**config.mk**
```make
export PLATFORM = sky130hd
export DESIGN_NAME = fetch_stage
export DESIGN_NICKNAME = d
export VERILOG_FILES = /design/src/rtl/fetch_stage.sv
export SDC_FILE = /design/constraint.sdc
export NUM_CORES = 1
export LEC_CHECK = 0
export CAP_MARGIN = 20
export CORE_MARGIN = 2
export CORE_UTILIZATION = 38
export CTS_BUF_LIST = sky130_fd_sc_hd__clkbuf_16
export CTS_CLUSTER_SIZE = 16
export DETAILED_ROUTE_END_ITERATION = 8
export MAX_ROUTING_LAYER = met4
export PLACE_DENSITY = 0.74
export SYNTH_ARGS = -nofsm -noshare
export SYNTH_HDL_FRONTEND = slang
export SYNTH_SLANG_ARGS = --single-unit
```
**constraint.sdc**
```tcl
create_clock -name clk -period 2.06 [get_ports clk]
set_input_delay 0.412 -clock clk [delete_from_list [all_inputs] [get_ports clk]]
set_output_delay 0.412 -clock clk [all_outputs]
set_load 0.005 [all_outputs]
```
**src/rtl/fetch_stage.sv**
```systemverilog
// fetch_stage: instruction-fetch stage. Owns the PC, drives the combinational
// instruction-memory address, and registers the returned word into IF/ID.
// Redirects (branch_taken) override freeze; reset (rst, active-low,
// synchronous) overrides everything.
// Optional feature macro: FETCH_PERF_CNT_EN builds the fetch/flush counters;
// when undefined both counter outputs are tied to zero.
module fetch_stage #(
    parameter int                  WORD_LEN = 32,
    parameter logic [WORD_LEN-1:0] RESET_PC = '0,
    parameter int                  PC_STEP  = 4
) (
    input  logic                clk,
    input  logic                rst,
    input  logic                freeze,
    input  logic                branch_taken,
    input  logic [WORD_LEN-1:0] branch_addr,
    output logic [WORD_LEN-1:0] imem_addr,
    input  logic [WORD_LEN-1:0] imem_instruction,
    output logic [WORD_LEN-1:0] if_pc,
    output logic [WORD_LEN-1:0] if_instr,
    output logic                if_valid,
    output logic [31:0]         fetch_cnt,
    output logic [31:0]         flush_cnt
);

    localparam logic [WORD_LEN-1:0] STEP = WORD_LEN'(PC_STEP);

    logic [WORD_LEN-1:0] pc_q, pc_d;
    logic [WORD_LEN-1:0] if_pc_q, if_pc_d;
    logic [WORD_LEN-1:0] if_instr_q, if_instr_d;
    logic                if_valid_q, if_valid_d;
    logic                do_fetch;
    logic                do_flush;

    // PC + step is shared by the next PC and the IF/ID pc field; wraps modulo 2^WORD_LEN.
    logic [WORD_LEN-1:0] pc_inc;
    assign pc_inc = pc_q + STEP;

    // Next-state selection: redirect beats freeze, freeze beats advance.
    always_comb begin
        pc_d       = pc_q;
        if_pc_d    = if_pc_q;
        if_instr_d = if_instr_q;
        if_valid_d = if_valid_q;
        do_fetch   = 1'b0;
        do_flush   = 1'b0;
        if (branch_taken) begin
            pc_d       = branch_addr;
            if_pc_d    = '0;
            if_instr_d = '0;
            if_valid_d = 1'b0;
            do_flush   = 1'b1;
        end else if (!freeze) begin
            pc_d       = pc_inc;
            if_pc_d    = pc_inc;
            if_instr_d = imem_instruction;
            if_valid_d = 1'b1;
            do_fetch   = 1'b1;
        end
    end

    // PC and IF/ID register update with synchronous active-low reset.
    always_ff @(posedge clk) begin
        if (!rst) begin
            pc_q       <= RESET_PC;
            if_pc_q    <= '0;
            if_instr_q <= '0;
            if_valid_q <= 1'b0;
        end else begin
            pc_q       <= pc_d;
            if_pc_q    <= if_pc_d;
            if_instr_q <= if_instr_d;
            if_valid_q <= if_valid_d;
        end
    end

`ifdef FETCH_PERF_CNT_EN
    logic [31:0] fetch_cnt_q, fetch_cnt_d;
    logic [31:0] flush_cnt_q, flush_cnt_d;

    // Counters advance only on accepted fetches / performed redirects.
    always_comb begin
        fetch_cnt_d = fetch_cnt_q + (do_fetch ? 32'd1 : 32'd0);
        flush_cnt_d = flush_cnt_q + (do_flush ? 32'd1 : 32'd0);
    end

    // Performance counter registers, cleared by reset.
    always_ff @(posedge clk) begin
        if (!rst) begin
            fetch_cnt_q <= '0;
            flush_cnt_q <= '0;
        end else begin
            fetch_cnt_q <= fetch_cnt_d;
            flush_cnt_q <= flush_cnt_d;
        end
    end

    assign fetch_cnt = fetch_cnt_q;
    assign flush_cnt = flush_cnt_q;
`else
    // Counters not built: strobes are intentionally left unused.
    logic unused_strobes;
    assign unused_strobes = do_fetch ^ do_flush;
    assign fetch_cnt = '0;
    assign flush_cnt = '0;
`endif

    assign imem_addr = pc_q;
    assign if_pc     = if_pc_q;
    assign if_instr  = if_instr_q;
    assign if_valid  = if_valid_q;

endmodule

```
==> out/metrics.yaml, run 1 <==
floorplanning:
  ios: 229
  start_util: 0.388
  num_rows: 41
  die_h_um: 117
  dieArea_um2: 13800
  die_w_um: 117
  coreArea_um2: 12600
sta:
  maxSlewViolCount: 0
  tns_ns: 0
  fmax_mhz: 498
  holdWs_ns: 0.463
  maxSlewHeadroom: 0.611
  period_share: 0.974
  rsz0062_at_grt: "true"
  worstMarginPinSlew_ns: 0.584
  hold_violations: 0
  finalClockSkew_ns: 0.00700
  worst_slack_ns: 0.0529
  fin_crit_ns: 2.01
  setup_viol: 0
clocking:
  clk_latency_ns: 0.34
  tritoncts: "built"
  clockRootBuffer: "clkbuf_16"
  cts.sinks: 97
  hold_buffers: 0
  cts_inserted_buffers: 9
  cts.clk_slew.worst_paths_ns: 0.07
  htree_levels: 3
  clock_path_buffers: 2
min_path:
  hold_depth: 2
  holdPathEnd: "if_valid"
  worstHoldPathType: "flip-flop to flip-flop"
  hold_path_startpoint: "if_valid"
detailed_routing:
  dr.pass1.iters: 4
  dr.first_iter.drc_count: 278
  top_layer: "met4"
  wirelength_met1_um: 6470
  wl_per_cell_um: 15.2
  postRouteWirelength_um: 14100
  drtAntennaViolNets: 0
  dr_wl_met2_um: 6610
  dr_total_vias: 4398
  route.met3.wl_um: 845
  viasPerCell: 4.74
  route.detailed.drc: 0
yosys:
  synth_edf_count: 0
  ys_seq_elements: 97
  syn_avg_cell_area_um2: 8.61
  syn_area_um2: 4880
  async_flop_share: 0
  synth_warnings: 0
  ys_types: 40
  seq_area_frac_synth: 0.398
  synth_flop_cell: "dfxtp_1"
  netlist_instances: 567
worst_setup_path:
  cp-start-kind: "flip-flop"
  slowest_delay_ns: 0.62
  crit_arrival_ns: 2.23
  critPathSlowestCell: "or4_4"
  path_cells: "ha_1 > nand3_1 > or4_4 > nor4_2 > xnor2_1 > a21oi_1"
  critPathKind: "flip-flop to flip-flop"
  reg2reg_to: "imem_addr[28]"
  cp-end-kind: "flip-flop"
  reg2reg_slack_ns: 0.05
  reg2reg_depth: 6
  cp.required_ns: 2.29
  crit_fanout: 9
  timing.rr.start: "imem_addr[3]"
power:
  pwr-share-seq: 0.459
  clkPwrFrac: 0.369
  peakVddDrop_v: 0.000409
  switching_share: 0.252
  power_density_nw_per_um2: 627
  comb_power_share: 0.172
  p_switching_mw: 1.12
  p_total_mw: 4.44
  p_int_mw: 3.32
  p_leak_nw: 2.72
global_route:
  antenna_found_initial: 0
  grtUsageTotal: 0.207
  grt_pass1_wl_um: 22400
  grt_max_degree: 43
  overflow: 0
  grt_pass1_vias: 4199
finish:
  design_area_um2: 7080
  syn_to_final_growth_pct: 45.1
  fin_cells: 927
  nFillCells: 1144
  layout-drive-gt1-share: 0.117
  num_antenna_cells: 0
  register_area_um2: 1940
  fin_util: 0.564
  final_nets: 820
  multiInputGateArea_um2: 2540
placed_design:
  dp_hpwl_um: 11000
  place_worst_setup_slack_ns: 0.0279
  dpl.cell_count: 910
  gp_congestion: 0.865
  io_buffers: 164
  postPlaceCellArea_um2: 6740
run_status:
  status: "finished clean"
flow_run:
  cap_violations: 0
==> cell usage in the layout, fill, tap and decap left out, types with 5 or more instances in the layout <==
cell type          n
dfxtp_1           96
nand2_1           30
o21ai_0           32
a211oi_1          17
conb_1            64
nor2_1            77
buf_4             48
nor4_2             5
xor2_1            10
clkdlybuf4s50_1  163
and2_1             5
clkbuf_16          9
nand3_1            9
nor4_1             5
mux2i_1           41
nor3_1            15
a21oi_1           32
xnor2_1           44
nand4_1            8
==> cells in the mapped netlist (3+ instances only) <==
cell / number / share of area
inv_1: 4 / 0.0031
nor3_1: 17 / 0.017
nand3_1: 9 / 0.0092
xor2_1: 10 / 0.018
nor2b_1: 3 / 0.0038
xnor2_1: 44 / 0.079
nor4_1: 8 / 0.010
nand4_1: 8 / 0.010
buf_1: 6 / 0.0046
nor2_1: 77 / 0.059
a211oi_1: 17 / 0.026
nand2_1: 31 / 0.024
buf_4: 68 / 0.10
o21ai_0: 32 / 0.033
clkbuf_1: 27 / 0.021
mux2i_1: 41 / 0.084
a21oi_1: 32 / 0.033
dfxtp_1: 97 / 0.40
and2_1: 5 / 0.0064
==> metal layers <==
layer | vias up | GRT usage
met5 | - | -
met4 | 0 | 0.0655
met3 | 14 | 0.0287
met2 | 153 | 0.323
met1 | 2075 | 0.280
li1 | 2156 | -
==> power groups by stage <==
stage / sequential [mW] / clock (mW) / combinational, mW
3_5_place_dp: 2.08 / 0 / 0.758
3_3_place_gp: 2.07 / 0 / 0.752
6_report: 2.04 / 1.64 / 0.762
2_1_floorplan: 2.08 / 0 / 0.392
4_1_cts: 2.04 / 1.68 / 0.762
5_1_grt: 2.05 / 1.75 / 0.825
==> critical path, delay by kind of cell, from the launching register on <==
| family | cells | cell delay [ns] |
|---|---|---|
| AO/OA/AOI/OAI | 1 | 0.09 |
| XOR/XNOR | 1 | 0.16 |
| adder cells (fa/ha/maj) | 1 | 0.19 |
| AND/OR/NAND/NOR | 3 | 1.09 |
| flip-flops | 1 | 0.36 |
==> sequential cells by signal (all words and copies together), names as in the netlist <==
name	flops
if_instr	32
if_pc	32
imem_addr	32
if_valid	1
==> timing repair <==
action                     4_1_cts  5_1_grt
setup buffers                    0        2
setup endpoints to repair        0       17
resized for setup                0       11
==> logic make-up after synthesis <==
group	share of synthesized area
multiplexers	0.0841
AND/OR/NAND/NOR	0.179
adder cells (fa/ha/maj)	0.00256
AO/OA/AOI/OAI	0.0987
XOR/XNOR	0.0969
other	0.000768
flip-flops	0.398
buffers and inverters	0.140
==> final cells by class <==
class | count | area share
multi-input combinational | 422 | 0.358
sequential | 97 | 0.274
timing repair buffer | 216 | 0.294
clock buffer | 9 | 0.0318
inverter | 5 | 0.00265
clock inverter | 6 | 0.00848
tap | 172 | 0.0304
==> worst max path at each step <==
stage / start / end / slack (ns) / cells past startpoint
after detailed placement: imem_addr[2] / if_pc[25] / 0.03 / 7
after global placement: imem_addr[3] / imem_addr[30] / 0.1 / 7
after CTS: imem_addr[2] / if_pc[27] / 0.007 / 7
after global routing: imem_addr[3] / imem_addr[28] / -0.05 / 6
after floorplan: imem_addr[2] / imem_addr[26] / 0.02 / 7
final: imem_addr[3] / imem_addr[28] / 0.05 / 6
Note: power is estimated with default switching activity, not from simulation.
==> inputs of run 2 (changes only) <==
--- a/config.mk
+++ b/config.mk
@@ -13,6 +13,7 @@
 export DETAILED_ROUTE_END_ITERATION = 8
 export MAX_ROUTING_LAYER = met4
 export PLACE_DENSITY = 0.74
+export RECOVER_POWER = 25
 export SYNTH_ARGS = -nofsm -noshare
 export SYNTH_HDL_FRONTEND = slang
 export SYNTH_SLANG_ARGS = --single-unit
==> constraint.sdc (replaced) <==
create_clock -name clk -period 2.06 [get_ports clk]
set_input_delay 0.206 -clock clk [delete_from_list [all_inputs] [get_ports clk]]
set_output_delay 0.206 -clock clk [all_outputs]
set_load 0.005 [all_outputs]
==> run 2 against run 1 <==
- wire length is 1.3% lower
- setup slack worse by 0.035 ns
- clock power is 24% higher
- highest routed layer unchanged
==> out/metrics.yaml, run 2 (synthesis results as in run 1) <==
run_status:
  status: "finished clean"
flow_run:
  cap_violations: 0  # unchanged
power:
  p_leak_nw: 2.71  # -0.65%
  peakVddDrop_v: 0.000456  # +11%
  p_total_mw: 4.82  # +8.5%
  power_density_nw_per_um2: 685  # +9.3%
min_path:
  hold_path_startpoint: "if_valid"
  worstHoldPathType: "flip-flop to flip-flop"
  holdPathEnd: "if_valid"
  hold_depth: 2  # unchanged
worst_setup_path:
  crit_fanout: 3  # -6
  reg2reg_slack_ns: 0.02  # -0.04 ns
  reg2reg_depth: 7  # +1
  slowest_delay_ns: 0.64  # +0.02 ns
  reg2reg_to: "imem_addr[30]"
  cp-start-kind: "flip-flop"
  crit_arrival_ns: 2.26  # +0.03 ns
  critPathSlowestCell: "or4_1"
  cp-startpoint: "imem_addr[3]"
  cp-end-kind: "flip-flop"
  critPathKind: "flip-flop to flip-flop"
  cp.required_ns: 2.28  # about the same
  path_cells: "ha_1 > nand3_1 > buf_4 > or4_1 > nor3_2 > xnor2_1 > a21oi_1"
  timing.rr.start: "imem_addr[3]"
detailed_routing:
  route.detailed.drc: 0  # unchanged
  dr.first_iter.drc_count: 233  # -16%
  dr.pass1.iters: 4  # unchanged
  dr_total_vias: 4296  # -2.3%
  postRouteWirelength_um: 13900  # -1.3%
  wl_per_cell_um: 15.2  # -0.57%
  viasPerCell: 4.67  # -1.6%
  drtAntennaViolNets: 0  # unchanged
clocking:
  clk_latency_ns: 0.34  # about the same
  htree_levels: 3  # unchanged
  clockRootBuffer: "clkbuf_16"
  cts.sinks: 97  # unchanged
  cts_setup_buffers: 0  # unchanged
  clock_path_buffers: 2  # unchanged
  tritoncts: "built"
  cts_inserted_buffers: 9  # unchanged
  cts.clk_slew.worst_paths_ns: 0.07  # about the same
placed_design:
  dpl.cell_count: 905  # -0.55%
  place_worst_setup_slack_ns: 0.0326  # +0.00477 ns
  gp_congestion: 0.883  # +2.1%
  dp_hpwl_um: 10900  # -1.7%
  io_buffers: 164  # unchanged
floorplanning:
  num_rows: 41  # unchanged
  start_util: 0.388  # unchanged
  dieArea_um2: 13800  # unchanged
  ios: 229  # unchanged
  die_w_um: 117  # unchanged
  coreArea_um2: 12600  # unchanged
  die_h_um: 117  # unchanged
global_route:
  grtUsageTotal: 0.202  # -0.00546
  grt_pass1_wl_um: 21700  # -3.0%
  antenna_found_initial: 0  # unchanged
  overflow: 0  # unchanged
  grt_max_degree: 51  # +19%
  grt_pass1_vias: 4046  # -3.6%
sta:
  setup_viol: 0  # unchanged
  period_share: 0.991  # +0.0171
  fin_crit_ns: 2.04  # +0.0353 ns
  maxSlewViolCount: 0  # unchanged
  hold_violations: 0  # unchanged
  worstMarginPinSlew_ns: 1.45  # +0.866 ns
  maxSlewHeadroom: 0.0339  # -0.577
  tns_ns: 0  # unchanged
  worst_slack_ns: 0.0176  # -0.0353 ns
  fmax_mhz: 490  # -1.7%
  rsz0062_at_grt: "true"
  finalClockSkew_ns: 0.00848  # +0.00148 ns
finish:
  layout_common_cells: "clkdlybuf4s50_1 (157), dfxtp_1 (96), nor2_1 (77), conb_1 (64), xnor2_1 (44)"
  fin_cells: 920  # -0.76%
  nFillCells: 1134  # -0.87%
  final_nets: 813  # -0.85%
  num_antenna_cells: 0  # unchanged
  syn_to_final_growth_pct: 44.1
  mostFrequentLayoutCell: "clkdlybuf4s50_1"
  fin_util: 0.560  # -0.00408
  layout-drive-gt1-share: 0.104  # -0.0123
run 2: cell count changes in the layout (fill, tap and decap cells not counted), sizes merged:
| cell | change |
|---|---|
| clkinv | -4 |
| bufinv | +3 |
| clkdlybuf4s50 | -6 |
| dlygate4sd3 | +6 |
| clkinvlp | -1 |
| clkbuf | +4 |
| inv | +2 |
| buf | -11 |
run 2: worst max path at each step:
stage | slack, ns | depth (start not counted) | endpoint
finish | 0.02 | 7 | imem_addr[30]
global route | -0.05 | 7 | imem_addr[30]
CTS | 0.001 | 6 | if_pc[31]
detailed placement | 0.03 | 6 | if_pc[31]
global placement | 0.12 | 7 | if_pc[25]
floorplan | 0.02 | 7 | imem_addr[26]
run 2: per-stage QoR:
stage               cell area [µm²]  hold slack, ns
global route                   7030           0.482
CTS                            7020           0.316
finish                         7030           0.452
floorplan                      5120           0.334
detailed placement             6660           0.442
global placement               6660           0.436
run 2: power breakdown:
| group | leakage, nW | internal [mW] | switching (mW) |
|---|---|---|---|
| combinational | 1.73 | 0.417 | 0.323 |
| clock | 0.177 | 1.31 | 0.725 |
| sequential | 0.796 | 1.96 | 0.0811 |
run 2: layout make-up:
type,count,area (µm²),area share
Inverter,5,18.8,0.00267
Tap cell,172,215,0.0306
Timing Repair Buffer,209,1960,0.279
Clock inverter,6,138,0.0196
Multi-Input combinational cell,422,2530,0.360
Sequential cell,97,1940,0.276
Clock buffer,9,225,0.0320
run 2: critical path, delay by kind of cell (launching register included):
family,cells,cell delay [ns]
buffers and inverters,1,0.19
adders and majority gates,1,0.19
DFF,1,0.36
and+or+nand+nor,3,0.97
AOI/OAI and AO/OA,1,0.08
xor gates and xnor gates,1,0.14
run 2: layer usage:
metal  track usage  part of all wire  up-vias
met4        0.0617             0.017        0
met5             -                 0        -
met2         0.315              0.47      148
met1         0.269              0.46     1984
li1              -                 -     2144
met3        0.0326             0.050       20
run 2: what timing repair did:
| item | in CTS | in global routing |
|---|---|---|
| hold buffers | 0 | 0 |
| gates resized for setup | 0 | 7 |
| setup endpoints to repair | 0 | 11 |
